`config.mk`:
```
export PLATFORM = sky130hd
export DESIGN_NAME = sort_stream_ctrl
export DESIGN_NICKNAME = d
export VERILOG_FILES = /design/src/rtl/sort_stream_ctrl.sv
export SDC_FILE = /design/constraint.sdc
export NUM_CORES = 1
export LEC_CHECK = 0
export BUFFER_PORTS_ARGS = -buffer_cell sky130_fd_sc_hd__buf_2
export CELL_PAD_IN_SITES_DETAIL_PLACEMENT = 1
export CELL_PAD_IN_SITES_GLOBAL_PLACEMENT = 1
export CORE_MARGIN = 2
export CORE_UTILIZATION = 30
export DETAILED_ROUTE_END_ITERATION = 10
export PLACE_DENSITY_LB_ADDON = 0.1
export SLEW_MARGIN = 20
export SYNTH_ARGS = -nofsm -noshare
export SYNTH_HDL_FRONTEND = slang
export SYNTH_SLANG_ARGS = --single-unit
```
`constraint.sdc`:
```
create_clock -name clk_i -period 2.4 [get_ports clk_i]
set_input_delay 0.12 -clock clk_i [delete_from_list [all_inputs] [get_ports clk_i]]
set_output_delay 0.12 -clock clk_i [all_outputs]
set_load 0.01 [all_outputs]
```
`src/rtl/sort_stream_ctrl.sv`:
```
// Sort chain controller: loads a packet into the chain, then
// drains it in sorted order onto a valid/ready output stream.
module sort_stream_ctrl #(
  parameter int DATA_WIDTH = 16,
  parameter int MAX_LENGTH = 256,
  localparam int CNT_WIDTH = $clog2(MAX_LENGTH + 1)
) (
  input  logic                  clk_i,
  input  logic                  rst_i,
  input  logic                  s_valid_i,
  output logic                  s_ready_o,
  input  logic [DATA_WIDTH-1:0] s_data_i,
  input  logic                  s_last_i,
  output logic                  m_valid_o,
  input  logic                  m_ready_i,
  output logic [DATA_WIDTH-1:0] m_data_o,
  output logic                  m_last_o,
  output logic                  ovf_o,
  output logic                  chain_clk_en_o,
  output logic                  chain_push_o,
  output logic [DATA_WIDTH-1:0] chain_data_o,
  input  logic [DATA_WIDTH-1:0] chain_data_i
);

  typedef enum logic {
    LOAD,
    UNLOAD
  } state_t;

  state_t state;
  state_t state_n;

  logic [CNT_WIDTH-1:0] cnt;
  logic [CNT_WIDTH-1:0] rem;
  logic [CNT_WIDTH-1:0] cnt_inc;

  logic accept;
  logic push;
  logic refill;
  logic done;

  assign cnt_inc = cnt + CNT_WIDTH'(push);

  // Next state plus the combinational chain and handshake controls.
  always_comb begin
    state_n        = state;
    s_ready_o      = 1'b0;
    accept         = 1'b0;
    push           = 1'b0;
    refill         = 1'b0;
    done           = 1'b0;
    ovf_o          = 1'b0;
    chain_clk_en_o = 1'b0;
    chain_push_o   = 1'b0;
    chain_data_o   = '0;
    unique case (state)
      LOAD: begin
        s_ready_o      = !rst_i;
        accept         = s_valid_i & s_ready_o;
        push           = accept
                       & (cnt < CNT_WIDTH'(MAX_LENGTH));
        ovf_o          = accept & !push;
        chain_clk_en_o = push;
        chain_push_o   = push;
        if (push) chain_data_o = s_data_i;
        if (accept & s_last_i) state_n = UNLOAD;
      end
      UNLOAD: begin
        refill         = (!m_valid_o | m_ready_i)
                       & (rem != '0);
        done           = m_valid_o & m_ready_i & m_last_o;
        chain_clk_en_o = refill;
        if (done) state_n = LOAD;
      end
    endcase
  end

  // State register.
  always_ff @(posedge clk_i or posedge rst_i) begin
    if (rst_i) state <= LOAD;
    else       state <= state_n;
  end

  // Word counters and the output holding register.
  always_ff @(posedge clk_i or posedge rst_i) begin
    if (rst_i) begin
      cnt       <= '0;
      rem       <= '0;
      m_valid_o <= 1'b0;
      m_last_o  <= 1'b0;
      m_data_o  <= '0;
    end else begin
      if (push) cnt <= cnt_inc;
      if (accept & s_last_i) rem <= cnt_inc;
      if (refill) begin
        m_data_o  <= chain_data_i;
        m_valid_o <= 1'b1;
        m_last_o  <= (rem == CNT_WIDTH'(1));
        rem       <= rem - CNT_WIDTH'(1);
      end else if (m_valid_o & m_ready_i) begin
        m_valid_o <= 1'b0;
      end
      if (done) begin
        m_last_o <= 1'b0;
        cnt      <= '0;
      end
    end
  end

endmodule

```
==> flow_metrics.env <==
export IMPL_syn_to_final_growth_pct=29.2
export IMPL_max_slew_worst_pin_slew_ns=0.531
export IMPL_chipWidth_um=84.9
export IMPL_die_area_sq_mm=0.00722
export IMPL_critPathLaunchType="input port"
export IMPL_grt_total_usage_pct=15.2
export IMPL_synth_distinct_cells=42
export IMPL_synth_seq_area_share_pct=47.1
export IMPL_place_congestion=0.701
export IMPL_maxSlewHeadroom_pct=64.5
export IMPL_clk_pin_slew_ns=0.07
export IMPL_htreeDepth=2
export IMPL_io_pins=75
export IMPL_die_y_um=84.9
export IMPL_multiInputGateArea_sq_um=978
export IMPL_path_class="in -> reg"
export IMPL_vias=1683
export IMPL_grt_pass1_vias=1759
export IMPL_slew_viol_final=0
export IMPL_coreArea_sq_mm=0.00635
export IMPL_worstPathMaxFanout=5
export IMPL_rows=29
export IMPL_final_antenna_net_count=0
export IMPL_tns_ns=0
export IMPL_initial_utilization_pct=31.0
export IMPL_setup_violations_final=0
export IMPL_gr_total_overflow=0
export IMPL_period_share_pct=92.9
export IMPL_root_buffer="clkbuf_8"
export IMPL_clk_path_buf_depth=2
export IMPL_p_total_mw=2.70
export IMPL_cp_data_required_time_ns=2.58
export IMPL_fmax_mhz=448
export IMPL_wl_per_cell_um=14.9
export IMPL_regArea_sq_um=926
export IMPL_finalNetCount=308
export IMPL_rsz0062_at_grt="false"
export IMPL_grt_start_max_net_pins=38
export IMPL_tritoncts="done"
export IMPL_dp_cells=336
export IMPL_diodes=0
export IMPL_grt_pass1_wl_um=8630
export IMPL_routed_wirelength_um=5130
export IMPL_synth_edf_count=0
export IMPL_syn_area_sq_mm=0.00197
export IMPL_ys_warn_count=0
export IMPL_final_cells=345
export IMPL_ys_async_sr_fraction_pct=100
export IMPL_synth_nets=228
export IMPL_power_leakage_nw=1.25
export IMPL_drive_above_1_share_pct=41.8
export IMPL_synthCells=187
export IMPL_ir_drop_v=0.000492
export IMPL_ys_ff_latch=37
export IMPL_drc=0
export IMPL_viasPerCell=4.88
export IMPL_synth_ff_type="dfrtp_1"
export IMPL_antenna_found_initial=0
export IMPL_cts_sinks=37
export IMPL_cts_buffers=5
export IMPL_post_cts_buffers=0
export IMPL_synth_area_per_cell_sq_um=10.5
export IMPL_post_route_min_period_ns=2.23
export IMPL_drtIter0Drc=74
export IMPL_port_buffers=74
export IMPL_status="completed"
export IMPL_dr_pass1_iters=4
export IMPL_dp_hpwl_um=3880
export IMPL_drv_cap=0
export IMPL_skew_ns=0.00450
export IMPL_final_core_util_pct=40.0
export IMPL_final_hold_viol_count=0
export IMPL_critPathCaptureType="flop"
export IMPL_fillCellCount=743
export IMPL_arrival_ns=2.41
export IMPL_clk_latency_ns=0.29
export IMPL_pwr_density_cell_mw_per_mm2=1060
export IMPL_hp_class="in -> reg"
synth_stat cells (2+ instances only):
| cell | number | area [sq um] |
|---|---|---|
| nand4_1 | 3 | 18.8 |
| and3_1 | 5 | 31.3 |
| xnor2_1 | 3 | 26.3 |
| a22o_1 | 3 | 26.3 |
| nor3_1 | 4 | 20.0 |
| ha_1 | 4 | 50.1 |
| buf_2 | 3 | 15.0 |
| mux2_1 | 2 | 22.5 |
| or4_1 | 2 | 15.0 |
| or3_1 | 2 | 12.5 |
| clkbuf_1 | 2 | 7.51 |
| nand3_1 | 12 | 60.1 |
| o31ai_1 | 3 | 22.5 |
| inv_1 | 4 | 15.0 |
| a21oi_1 | 4 | 20.0 |
| nand2b_1 | 2 | 12.5 |
| o221ai_1 | 2 | 17.5 |
| nor2_1 | 6 | 22.5 |
| o21a_1 | 2 | 15.0 |
| o311ai_0 | 3 | 26.3 |
| o21ai_0 | 4 | 20.0 |
| dfrtp_1 | 37 | 926 |
| o211ai_1 | 5 | 37.5 |
| nand2_1 | 13 | 48.8 |
| and2_1 | 17 | 106 |
| xor2_1 | 3 | 26.3 |
| buf_6 | 4 | 45.0 |
| o21ai_1 | 6 | 30.0 |
| mux2_2 | 14 | 158 |
state kept, by name, indices dropped and copies added (netlist names):
register   count
m_last_o       1
m_data_o      16
m_valid_o      1
rem            9
state          1
cnt            9
stage by stage:
stage          cell area, sq um  hold WS (ns)  setup WS, ns
4_1_cts                    2520        0.0279        0.0752
3_5_place_dp               2420         0.299        0.0940
5_1_grt                    2540        0.0375        0.0206
6_report                   2540        0.0354         0.170
2_1_floorplan              1970         0.252        0.0132
3_3_place_gp               2420         0.298         0.144
layer usage:
| layer | global-route usage, % | vias to the layer above | share of wire, % |
|---|---|---|---|
| li1 | - | 840 | - |
| met1 | 21.7 | 808 | 49 |
| met2 | 22.6 | 28 | 46 |
| met3 | 3.02 | 7 | 3.3 |
| met4 | 6.49 | 0 | 1.7 |
| met5 | 0 | - | 0 |
area by class of cell:
type,count,share of cell area [%]
multi-input cells,136,38.5
inverters,4,0.591
well taps,77,3.79
clock inverters,2,0.394
flip-flops and latches,37,36.5
clock buffers,6,2.86
repair buffers,83,17.3
timing repair:
item	in CTS	in global routing
gates resized for setup	1	4
hold endpoints to repair	37	0
endpoints found under the setup margin	1	4
hold buffers	1	0
critical path, stage by stage:
cell,delay (ns)
dlygate4sd3_1,0.53
buf_2,0.14
or4b_4,0.48
inv_1,0.09
ha_2,0.21
ha_4,0.16
and3_2,0.23
xnor2_1,0.13
o32ai_1,0.09
a31o_2,0.24
cell families (layout without fill, tap and decap cells):
logic type,after synthesis,count (layout),share of synthesized area (%)
buffers and inverters,14,95,4.46
flip-flops,37,37,47.1
AO/OA/AOI/OAI,39,39,14.1
adder cells (fa/ha/maj),4,4,2.55
XOR/XNOR,6,6,2.67
multiplexers,16,16,9.17
AND/OR/NAND/NOR,71,71,20.0
worst paths after layout:
path,start,endpoint,slack (ns),cells past startpoint
worst max-delay path,rst_i,rem[4]$_DFFE_PP0P_,0.17,10
worst min-delay path,chain_data_i[6],m_data_o[6]$_DFFE_PP0P_,0.04,2
worst max register to register,cnt[8]$_DFFE_PP0P_,rem[4]$_DFFE_PP0P_,0.18,8
worst min register to register,m_data_o[6]$_DFFE_PP0P_,m_data_o[6]$_DFFE_PP0P_,0.49,1
max in group asynchronous,rst_i,m_data_o[14]$_DFFE_PP0P_,1.56,4
min in group asynchronous,rst_i,cnt[5]$_DFFE_PP0P_,0.51,4
placed cells by master (no fill, tap or decap), types with 5 or more instances in the layout:
cell	netlist	layout
nand3_1	12	12
nand2_1	13	13
buf_4	0	8
clkbuf_8	0	5
nor2_1	6	6
o21ai_1	6	6
dfrtp_1	37	37
mux2_2	14	14
o211ai_1	5	5
buf_2	3	74
and2_1	17	17
report_power, final:
part	internal, mW	switching [mW]	leakage [nW]
combinational	0.607	0.637	0.737
clock	0.201	0.223	0.0450
sequential	0.861	0.168	0.464
Power figures use the tool's default switching activity.
